**src/rtl/vga_pkg.sv**
```systemverilog
// Shared timing types and helpers for the VGA raster generator.
// Provides vga_timing_t, the 640x480 default and total-length helpers.
package vga_pkg;

    localparam int VGA_CNT_W = 12;

    typedef struct packed {
        logic [VGA_CNT_W-1:0] hsp;
        logic [VGA_CNT_W-1:0] hbp;
        logic [VGA_CNT_W-1:0] width;
        logic [VGA_CNT_W-1:0] hfp;
        logic [VGA_CNT_W-1:0] vsp;
        logic [VGA_CNT_W-1:0] vbp;
        logic [VGA_CNT_W-1:0] height;
        logic [VGA_CNT_W-1:0] vfp;
    } vga_timing_t;

    localparam vga_timing_t VGA_640X480 = '{
        hsp:    12'd96,
        hbp:    12'd48,
        width:  12'd640,
        hfp:    12'd16,
        vsp:    12'd2,
        vbp:    12'd29,
        height: 12'd480,
        vfp:    12'd10
    };

    // Two extra bits so four maximal fields cannot overflow.
    function automatic logic [VGA_CNT_W+1:0] h_total(input vga_timing_t t);
        return {2'b00, t.hsp} + {2'b00, t.hbp}
             + {2'b00, t.width} + {2'b00, t.hfp};
    endfunction

    function automatic logic [VGA_CNT_W+1:0] v_total(input vga_timing_t t);
        return {2'b00, t.vsp} + {2'b00, t.vbp}
             + {2'b00, t.height} + {2'b00, t.vfp};
    endfunction

endpackage

```
**src/rtl/vga_axis_counter.sv**
```systemverilog
// Single-axis wrap counter: counts 0..total-1 while en is high.
// Ports: clk, rst (sync, high), en, total in; cnt, wrap (at last count) out.
module vga_axis_counter #(
    parameter int CNT_W = 12
) (
    input  logic             clk,
    input  logic             rst,
    input  logic             en,
    input  logic [CNT_W+1:0] total,
    output logic [CNT_W-1:0] cnt,
    output logic             wrap
);

    // >= rather than == keeps the counter recoverable from any state.
    assign wrap = ({2'b00, cnt} >= (total - (CNT_W+2)'(1)));

    always_ff @(posedge clk) begin
        if (rst) begin
            cnt <= '0;
        end else if (en) begin
            if (wrap) begin
                cnt <= '0;
            end else begin
                cnt <= cnt + 1'b1;
            end
        end
    end

endmodule

```
**src/rtl/vga_timing_gen.sv**
```systemverilog
// Programmable VGA raster timing generator with frame-aligned reconfiguration.
// Ports: clk, rst, ce, cfg_valid/cfg_ready/cfg_timing/cfg_err config port;
// hsync, vsync, visible, x, y, line_start, frame_start registered outputs.
module vga_timing_gen
    import vga_pkg::*;
#(
    parameter int          CNT_W      = 12,
    parameter int          COORD_W    = 16,
    parameter bit          HS_POL     = 1'b1,
    parameter bit          VS_POL     = 1'b1,
    parameter vga_timing_t DEF_TIMING = VGA_640X480
) (
    input  logic                      clk,
    input  logic                      rst,
    input  logic                      ce,
    input  logic                      cfg_valid,
    output logic                      cfg_ready,
    input  vga_timing_t               cfg_timing,
    output logic                      cfg_err,
    output logic                      hsync,
    output logic                      vsync,
    output logic                      visible,
    output logic signed [COORD_W-1:0] x,
    output logic signed [COORD_W-1:0] y,
    output logic                      line_start,
    output logic                      frame_start
);

    localparam logic [CNT_W+1:0] MAX_T = {2'b01, {CNT_W{1'b0}}};

    vga_timing_t      act;
    vga_timing_t      pend;
    logic             pend_vld;
    logic [CNT_W-1:0] h_cnt;
    logic [CNT_W-1:0] v_cnt;
    logic             h_wrap;
    logic             v_wrap;
    logic             frame_end;
    logic [CNT_W+1:0] h_tot;
    logic [CNT_W+1:0] v_tot;
    logic [CNT_W+1:0] cfg_ht;
    logic [CNT_W+1:0] cfg_vt;
    logic             cfg_bad;
    logic [CNT_W+1:0] i_w;
    logic [CNT_W+1:0] j_w;
    logic [CNT_W+1:0] h_start;
    logic [CNT_W+1:0] v_start;
    logic [CNT_W+1:0] h_end;
    logic [CNT_W+1:0] v_end;
    logic [CNT_W+2:0] x_diff;
    logic [CNT_W+2:0] y_diff;
    logic             vis_n;

    assign h_tot = h_total(act);
    assign v_tot = v_total(act);

    vga_axis_counter #(.CNT_W(CNT_W)) u_h (
        .clk   (clk),
        .rst   (rst),
        .en    (ce),
        .total (h_tot),
        .cnt   (h_cnt),
        .wrap  (h_wrap)
    );

    vga_axis_counter #(.CNT_W(CNT_W)) u_v (
        .clk   (clk),
        .rst   (rst),
        .en    (ce && h_wrap),
        .total (v_tot),
        .cnt   (v_cnt),
        .wrap  (v_wrap)
    );

    assign frame_end = ce && h_wrap && v_wrap;
    assign cfg_ready = !pend_vld;

    assign cfg_ht  = h_total(cfg_timing);
    assign cfg_vt  = v_total(cfg_timing);
    assign cfg_bad = (cfg_timing.width == '0) || (cfg_timing.height == '0)
                  || (cfg_timing.hsp == '0) || (cfg_timing.vsp == '0)
                  || (cfg_ht > MAX_T) || (cfg_vt > MAX_T);

    // Apply happens before accept in program order: a config taken on the
    // wrap cycle itself lands in pending and waits for the next wrap.
    always_ff @(posedge clk) begin
        if (rst) begin
            act      <= DEF_TIMING;
            pend     <= '0;
            pend_vld <= 1'b0;
            cfg_err  <= 1'b0;
        end else begin
            cfg_err <= 1'b0;
            if (frame_end && pend_vld) begin
                act      <= pend;
                pend_vld <= 1'b0;
            end
            if (cfg_valid && cfg_ready) begin
                if (cfg_bad) begin
                    cfg_err <= 1'b1;
                end else begin
                    pend     <= cfg_timing;
                    pend_vld <= 1'b1;
                end
            end
        end
    end

    assign i_w     = {2'b00, h_cnt};
    assign j_w     = {2'b00, v_cnt};
    assign h_start = {2'b00, act.hsp} + {2'b00, act.hbp};
    assign v_start = {2'b00, act.vsp} + {2'b00, act.vbp};
    assign h_end   = h_start + {2'b00, act.width};
    assign v_end   = v_start + {2'b00, act.height};
    assign x_diff  = {1'b0, i_w} - {1'b0, h_start};
    assign y_diff  = {1'b0, j_w} - {1'b0, v_start};
    assign vis_n   = (i_w >= h_start) && (i_w < h_end)
                  && (j_w >= v_start) && (j_w < v_end);

    always_ff @(posedge clk) begin
        if (rst) begin
            hsync       <= !HS_POL;
            vsync       <= !VS_POL;
            visible     <= 1'b0;
            x           <= '0;
            y           <= '0;
            line_start  <= 1'b0;
            frame_start <= 1'b0;
        end else if (ce) begin
            hsync       <= (i_w < {2'b00, act.hsp}) ? HS_POL : !HS_POL;
            vsync       <= (j_w < {2'b00, act.vsp}) ? VS_POL : !VS_POL;
            visible     <= vis_n;
            x           <= COORD_W'($signed(x_diff));
            y           <= COORD_W'($signed(y_diff));
            line_start  <= (h_cnt == '0);
            frame_start <= (h_cnt == '0) && (v_cnt == '0);
        end else begin
            line_start  <= 1'b0;
            frame_start <= 1'b0;
        end
    end

endmodule

```
**config.mk**
```make
export PLATFORM = sky130hd
export DESIGN_NAME = vga_timing_gen
export DESIGN_NICKNAME = d
export VERILOG_FILES = /design/src/rtl/vga_pkg.sv /design/src/rtl/vga_axis_counter.sv /design/src/rtl/vga_timing_gen.sv
export SDC_FILE = /design/constraint.sdc
export NUM_CORES = 1
export LEC_CHECK = 0
export BUFFER_PORTS_ARGS = -buffer_cell sky130_fd_sc_hd__buf_2
export CORE_MARGIN = 3
export CORE_UTILIZATION = 60
export DETAILED_ROUTE_END_ITERATION = 8
export GPL_TIMING_DRIVEN = 0
export PLACE_DENSITY = 0.77
export RECOVER_POWER = 50
export SKIP_CTS_REPAIR_TIMING = 1
export SLEW_MARGIN = 20
export SYNTH_ARGS = -nofsm -noshare
export SYNTH_HDL_FRONTEND = slang
export SYNTH_SLANG_ARGS = --single-unit
```
**constraint.sdc**
```tcl
create_clock -name clk -period 16.5 [get_ports clk]
set_clock_uncertainty 0.2 [all_clocks]
set_input_delay 0.825 -clock clk [delete_from_list [all_inputs] [get_ports clk]]
set_output_delay 0.825 -clock clk [all_outputs]
set_load 0.1 [all_outputs]
```
# Yosys cells after proc, flatten, opt, wreduce, memory -nomap -nowiden
# Cells that the tools add are included.
dict set report op_classes {
  muxes 8
  reduce_logical 23
  magnitude_cmp 10
  bitwise 3
  n_addsub 18
}
# operator n
set op_table {}
lappend op_table {{zero test 12 bit} 6}
lappend op_table {{adder 13 x 12 -> 14 bit} 4}
lappend op_table {{adder 14 x 12 -> 14 bit} 4}
lappend op_table {{adder 12 x 12 -> 13 bit} 4}
lappend op_table {{greater-or-equal comparator 12 x 14 -> 1 bit} 2}
lappend op_table {{> comparator 14 x 13 -> 1 bit, second input constant} 2}
lappend op_table {{< comparator 12 x 14 -> 1 bit} 2}
lappend op_table {{subtractor 12 x 13 -> 14 bit} 2}
lappend op_table {{subtractor 14 x 1 -> 14 bit, second input constant} 2}
lappend op_table {{greater-or-equal comparator 12 x 13 -> 1 bit} 2}
lappend op_table {{adder 12 x 1 -> 12 bit, second input constant} 2}
lappend op_table {{< comparator 12 bit} 2}
lappend op_table {{two-way mux 12 bit} 2}
lappend op_table {{logical AND 1 bit} 8}
lappend op_table {{two-way mux 1 bit} 6}
lappend op_table {{logical OR 1 bit} 5}
lappend op_table {{OR reduction 2 bit} 2}
lappend op_table {{NOT 1 bit} 3}
lappend op_table {{AND reduction 2 bit} 1}
lappend op_table {{zero test 1 bit} 1}
dict set report word_totals {
  in_bits 100
  regBits 251
  output_inout_bits 39
}

# Depth between registers and ports, before layout
dict set report depth {
  word_depth 11
  ltp_mapped 34
  ltp_nobuf 30
}

# Hierarchy
# From an unflattened synthesis, not the netlist that was laid out.
dict set report hier_totals {
  hier_cells 2256
  hier_area_um2 18393.9
}
# mod n_inst area_per_inst_um2 seq_area_each_um2 cells_each
set by_module_without_submodules {}
lappend by_module_without_submodules {vga_timing_gen 1 16208.0 4544.4 2007}
lappend by_module_without_submodules {{vga_axis_counter (u_v)} 1 1108.6 240.2 119}
lappend by_module_without_submodules {{vga_axis_counter (u_h)} 1 1077.3 240.2 130}

# Worst setup path before layout
# Ideal clock, no wire load.
dict set report synth_path {
  path_type {reg-to-reg}
  start {register act[73] (netlist bit)}
  end {register act[82] (netlist bit)}
  required_ns 16.180
  slack_ns 9.996
  setup_time_ns 0.120
  n_path_buf 4
  arrival_time_ns 6.185
  period_less_slack_ns 6.504
  stages_incl_launch_ff 35
  path_cell_list {dfxtp_1 > ha_1 > a21o_1 > a21oi_1 > nor2b_1 > o21ai_0 > nor2b_1 > xnor2_1 > ha_1 > and3_1 > a21oi_1 > nand2_1 > nor2_1 > xor2_1 > ha_1 > inv_1 > ha_1 > o21a_1 > o21ai_0 > a21oi_1 > nor2_1 > o21bai_1 > a21oi_1 > xor2_1 > ha_1 > a211oi_1 > o21a_1 > a311o_1 > or3_1 > clkbuf_1 > or4_1 > clkbuf_1 > buf_6 > buf_6 > mux2i_1}
}
dict set report synth_via {
  elab_chain_len 8
}
# element line_no
set synth_lines {}
lappend synth_lines {{from (decl)} vga_timing_gen.sv:31} ;# vga_timing_t act;
lappend synth_lines {{from (signal assigned)} vga_timing_gen.sv:95} ;# act <= pend;
lappend synth_lines {{adder 12 x 12 -> 13 bit} vga_pkg.sv:31} ;# return {2'b00, t.hsp} + {2'b00, t.hbp}
lappend synth_lines {{adder 13 x 12 -> 14 bit} vga_pkg.sv:32} ;# + {2'b00, t.width} + {2'b00, t.hfp};
lappend synth_lines {{adder 14 x 12 -> 14 bit} vga_pkg.sv:32}
lappend synth_lines {{subtractor 14 x 1 -> 14 bit} vga_axis_counter.sv:15} ;# assign wrap = ({2'b00, cnt} >= (total - (CNT_W+2)'(1)));
lappend synth_lines {{greater-or-equal comparator 12 x 14 -> 1 bit} vga_axis_counter.sv:15}
lappend synth_lines {{logical AND 1 bit (2 in series)} vga_timing_gen.sv:75} ;# assign frame_end = ce && h_wrap && v_wrap;
lappend synth_lines {{logical AND 1 bit} vga_timing_gen.sv:94} ;# if (frame_end && pend_vld) begin
# Every way passes these cells.
# A chain may end at the register's enable or synchronous reset.

# Worst setup path in the final report
dict set report layout_path {
  start {register act[85] (netlist bit)}
  end {register act[27] (netlist bit)}
}
# The elaborated chain is that of the path after synthesis.

==> impl_metrics.ini <==
[finish]
num-nets-final = 2642
drive_above_1_share = 0.07330
regArea_um2 = 5025
fillCellCount = 2509
layoutNonFillerInstCount = 2682
multi_input_area_um2 = 12170
utilization = 0.6793
antennaDiodeCount = 0
postLayoutCellArea_um2 = 20240
area_growth_pct = 11.23

[logic_synthesis]
synth_nets = 2476
synthArstFlopShare = 0
syn_area_um2 = 18200
netlist.area_leader.share = 0.2761
synth_cell_types = 72
synth_flop_cell = dfxtp_1
syn_inst = 2106
ys_seq_elements = 251
synthTopCellsByArea = dfxtp_1 (28%), ha_1 (15%), mux2i_1 (11%)
yosysMostFrequentCell = nand2_1
ys_seq_area_frac = 0.2761
synth_top_cell_by_area = dfxtp_1
synth_edf_count = 0
ys_warn_count = 0
avgSynthCellArea_um2 = 8.641
synth_common_cells = nand2_1 (330), dfxtp_1 (251), ha_1 (214)

[power_and_ir_drop]
p_seq_frac = 0.377
p_clk_frac = 0.375
switching_share = 0.3129
combPwrFrac = 0.248
irDropWorstVdd_mv = 0.07579
p_leak_nw = 8.938
powerDensity_nw_per_um2 = 85.08
p_int_mw = 1.183
p_sw_mw = 0.5389

[sta]
slew_headroom = 0.2119
setup_viol = 0
final_hold_viol_count = 0
fin_tns_setup_ns = 0
rsz0062_at_grt = no
period_share = 0.4888
fin_crit_ns = 8.065
max_freq_ghz = 0.1240
worst_pin_slew_ns = 1.187
setup_ws_ns = 8.435
finalMaxSlewViolations = 0

[drt]
via_count = 15760
drt-pass1-iter-count = 6
vias_per_cell = 5.877
drtIter0Drc = 965
routed_wl_mm = 51.46
postRouteAntennaNets = 0
drc = 0
wl_per_cell_um = 19.19

[setup_path]
crit_fanout = 10
path_delay_family = compound AO/OA/AOI/OAI gates
critPathLaunchType = register
required_ns = 16.74
cpPeakStageDelay_ns = 0.77
endpoint_kind = register
cpMostUsedCell = ha_1
r2r.worst_path.cells = 33
reg2reg_to = act[27]
cp.arrival_ns = 8.31
critPathKind = register to register
cpMaxStageDelayCell = nor4_1
reg2reg_from = act[85]
critPathBufInv = 4
rrSetupSlack_ns = 8.43

[clock_tree]
clk_latency_ns = 0.53
cts_max_path_buffers = 3
cts_root_buf = clkbuf_16
htree_levels = 1
clk_pin_slew_worst_paths_ns = 0.06
cts_buffers = 27
cts_tree = built
clock-sinks = 251

[grt]
grt_pass1_vias = 15730
grt_overflow = 0
grt_max_degree = 15
grt_use_total = 0.3083
grt_first_pass_wirelength_mm = 81.65
antenna_found_initial = 0

[placed_design]
placed_cells = 2633
pre_cts_slack_ns = 8.644
routabilityCongestion = 0.9364
port_buffers = 137
dp_hpwl_mm = 41.81
place_area_um2 = 19370

[worst_hold_path]
min_path_type = register to register
hold_end = act[0]
min-delay-start = act[0]
hold_path_depth = 2

[floorplanning]
chipHeight_um = 180.2
io_pins = 139
core-area_um2 = 29800
initial_core_util = 0.6107
rows = 63
die_area_um2 = 32450
die_x_um = 180.2

[run]
drv_cap = 0

[outcome]
outcome = finished clean
[flip-flops by register name, summed over array words and instances (netlist names)]
register	flops
visible	1
pend	96
vsync	1
line_start	1
pend_vld	1
hsync	1
y	14
act	96
frame_start	1
u_h.cnt	12
cfg_err	1
x	14
u_v.cnt	12
[worst max path at each step]
stage / from / end / slack, ns / cells past startpoint
2_1_floorplan: act[73] / act[82] / 10.0 / 34
3_3_place_gp: act[85] / act[17] / 8.79 / 33
3_5_place_dp: act[85] / act[32] / 8.64 / 33
4_1_cts: act[85] / act[27] / 8.55 / 33
5_1_grt: act[85] / act[32] / 7.84 / 33
6_report: act[85] / act[27] / 8.43 / 33
[stage by stage]
stage               total power, mW  hold slack (ns)
global route                  1.794           0.2851
floorplan                    0.9685           0.2347
detailed placement            1.088           0.2564
global placement              1.085           0.2428
CTS                           1.726           0.2646
finish                        1.722           0.2611
[power by group through the flow]
stage	logic, mW	clock network [mW]	registers, mW
after floorplan	0.274	0	0.695
after global placement	0.424	0	0.661
after detailed placement	0.427	0	0.662
after CTS	0.429	0.648	0.648
after global routing	0.471	0.672	0.652
final	0.427	0.646	0.649
[placed cells by master, fill, tap and decap left out, types with 17 or more instances in the layout]
cell type,instances
nand2_1,330
dfxtp_1,251
ha_1,214
mux2i_1,206
inv_1,165
nor2_1,142
clkbuf_1,109
buf_2,102
a21oi_1,93
o21ai_0,57
xnor2_1,56
fa_1,56
xor2_1,44
a21o_1,43
nand3_1,37
nor3_1,27
clkbuf_16,27
nand2b_1,25
nor4_1,24
nor2b_1,20
o21a_1,17
[per-layer routing]
metal / GRT usage / up-vias / share of wire / routed length [um]
li1: - / 7665 / - / -
met1: 0.4297 / 7400 / 0.46 / 23420
met2: 0.5045 / 589 / 0.44 / 22710
met3: 0.03775 / 107 / 0.071 / 3659
met4: 0.09303 / 0 / 0.033 / 1674
met5: 0 / - / 0 / 0
[layout make-up]
type                            count  area share
Tap cell                          390     0.02411
Clock inverter                     13     0.01026
Inverter                          165     0.03060
Sequential cell                   251      0.2483
Timing Repair Buffer              137     0.03140
Multi-Input combinational cell   1610      0.6013
Buffer                             80     0.01756
Clock buffer                       36     0.03653
[worst register-to-register path: cells and delay by family (launching register included)]
kind	cells	cell delay, ns
adder cells (fa/ha/maj)	5	1.35
AND/OR/NAND/NOR	8	1.97
buffers and inverters	4	0.94
multiplexers	1	0.25
flip-flops	1	0.38
XOR/XNOR	3	0.56
AO/OA/AOI/OAI	12	2.33
[kinds of logic (layout without fill, tap and decap cells)]
group / count (synthesis) / after routing / share of synthesized area
muxes: 206 / 206 / 0.1133
and+or+nand+nor: 686 / 686 / 0.1694
adders and majority gates: 272 / 272 / 0.2098
xor gates and xnor gates: 100 / 100 / 0.04813
AOI/OAI and AO/OA: 346 / 346 / 0.1281
DFF: 251 / 251 / 0.2761
buffers and inverters: 245 / 431 / 0.05507
(Power assumes the default switching activity.)
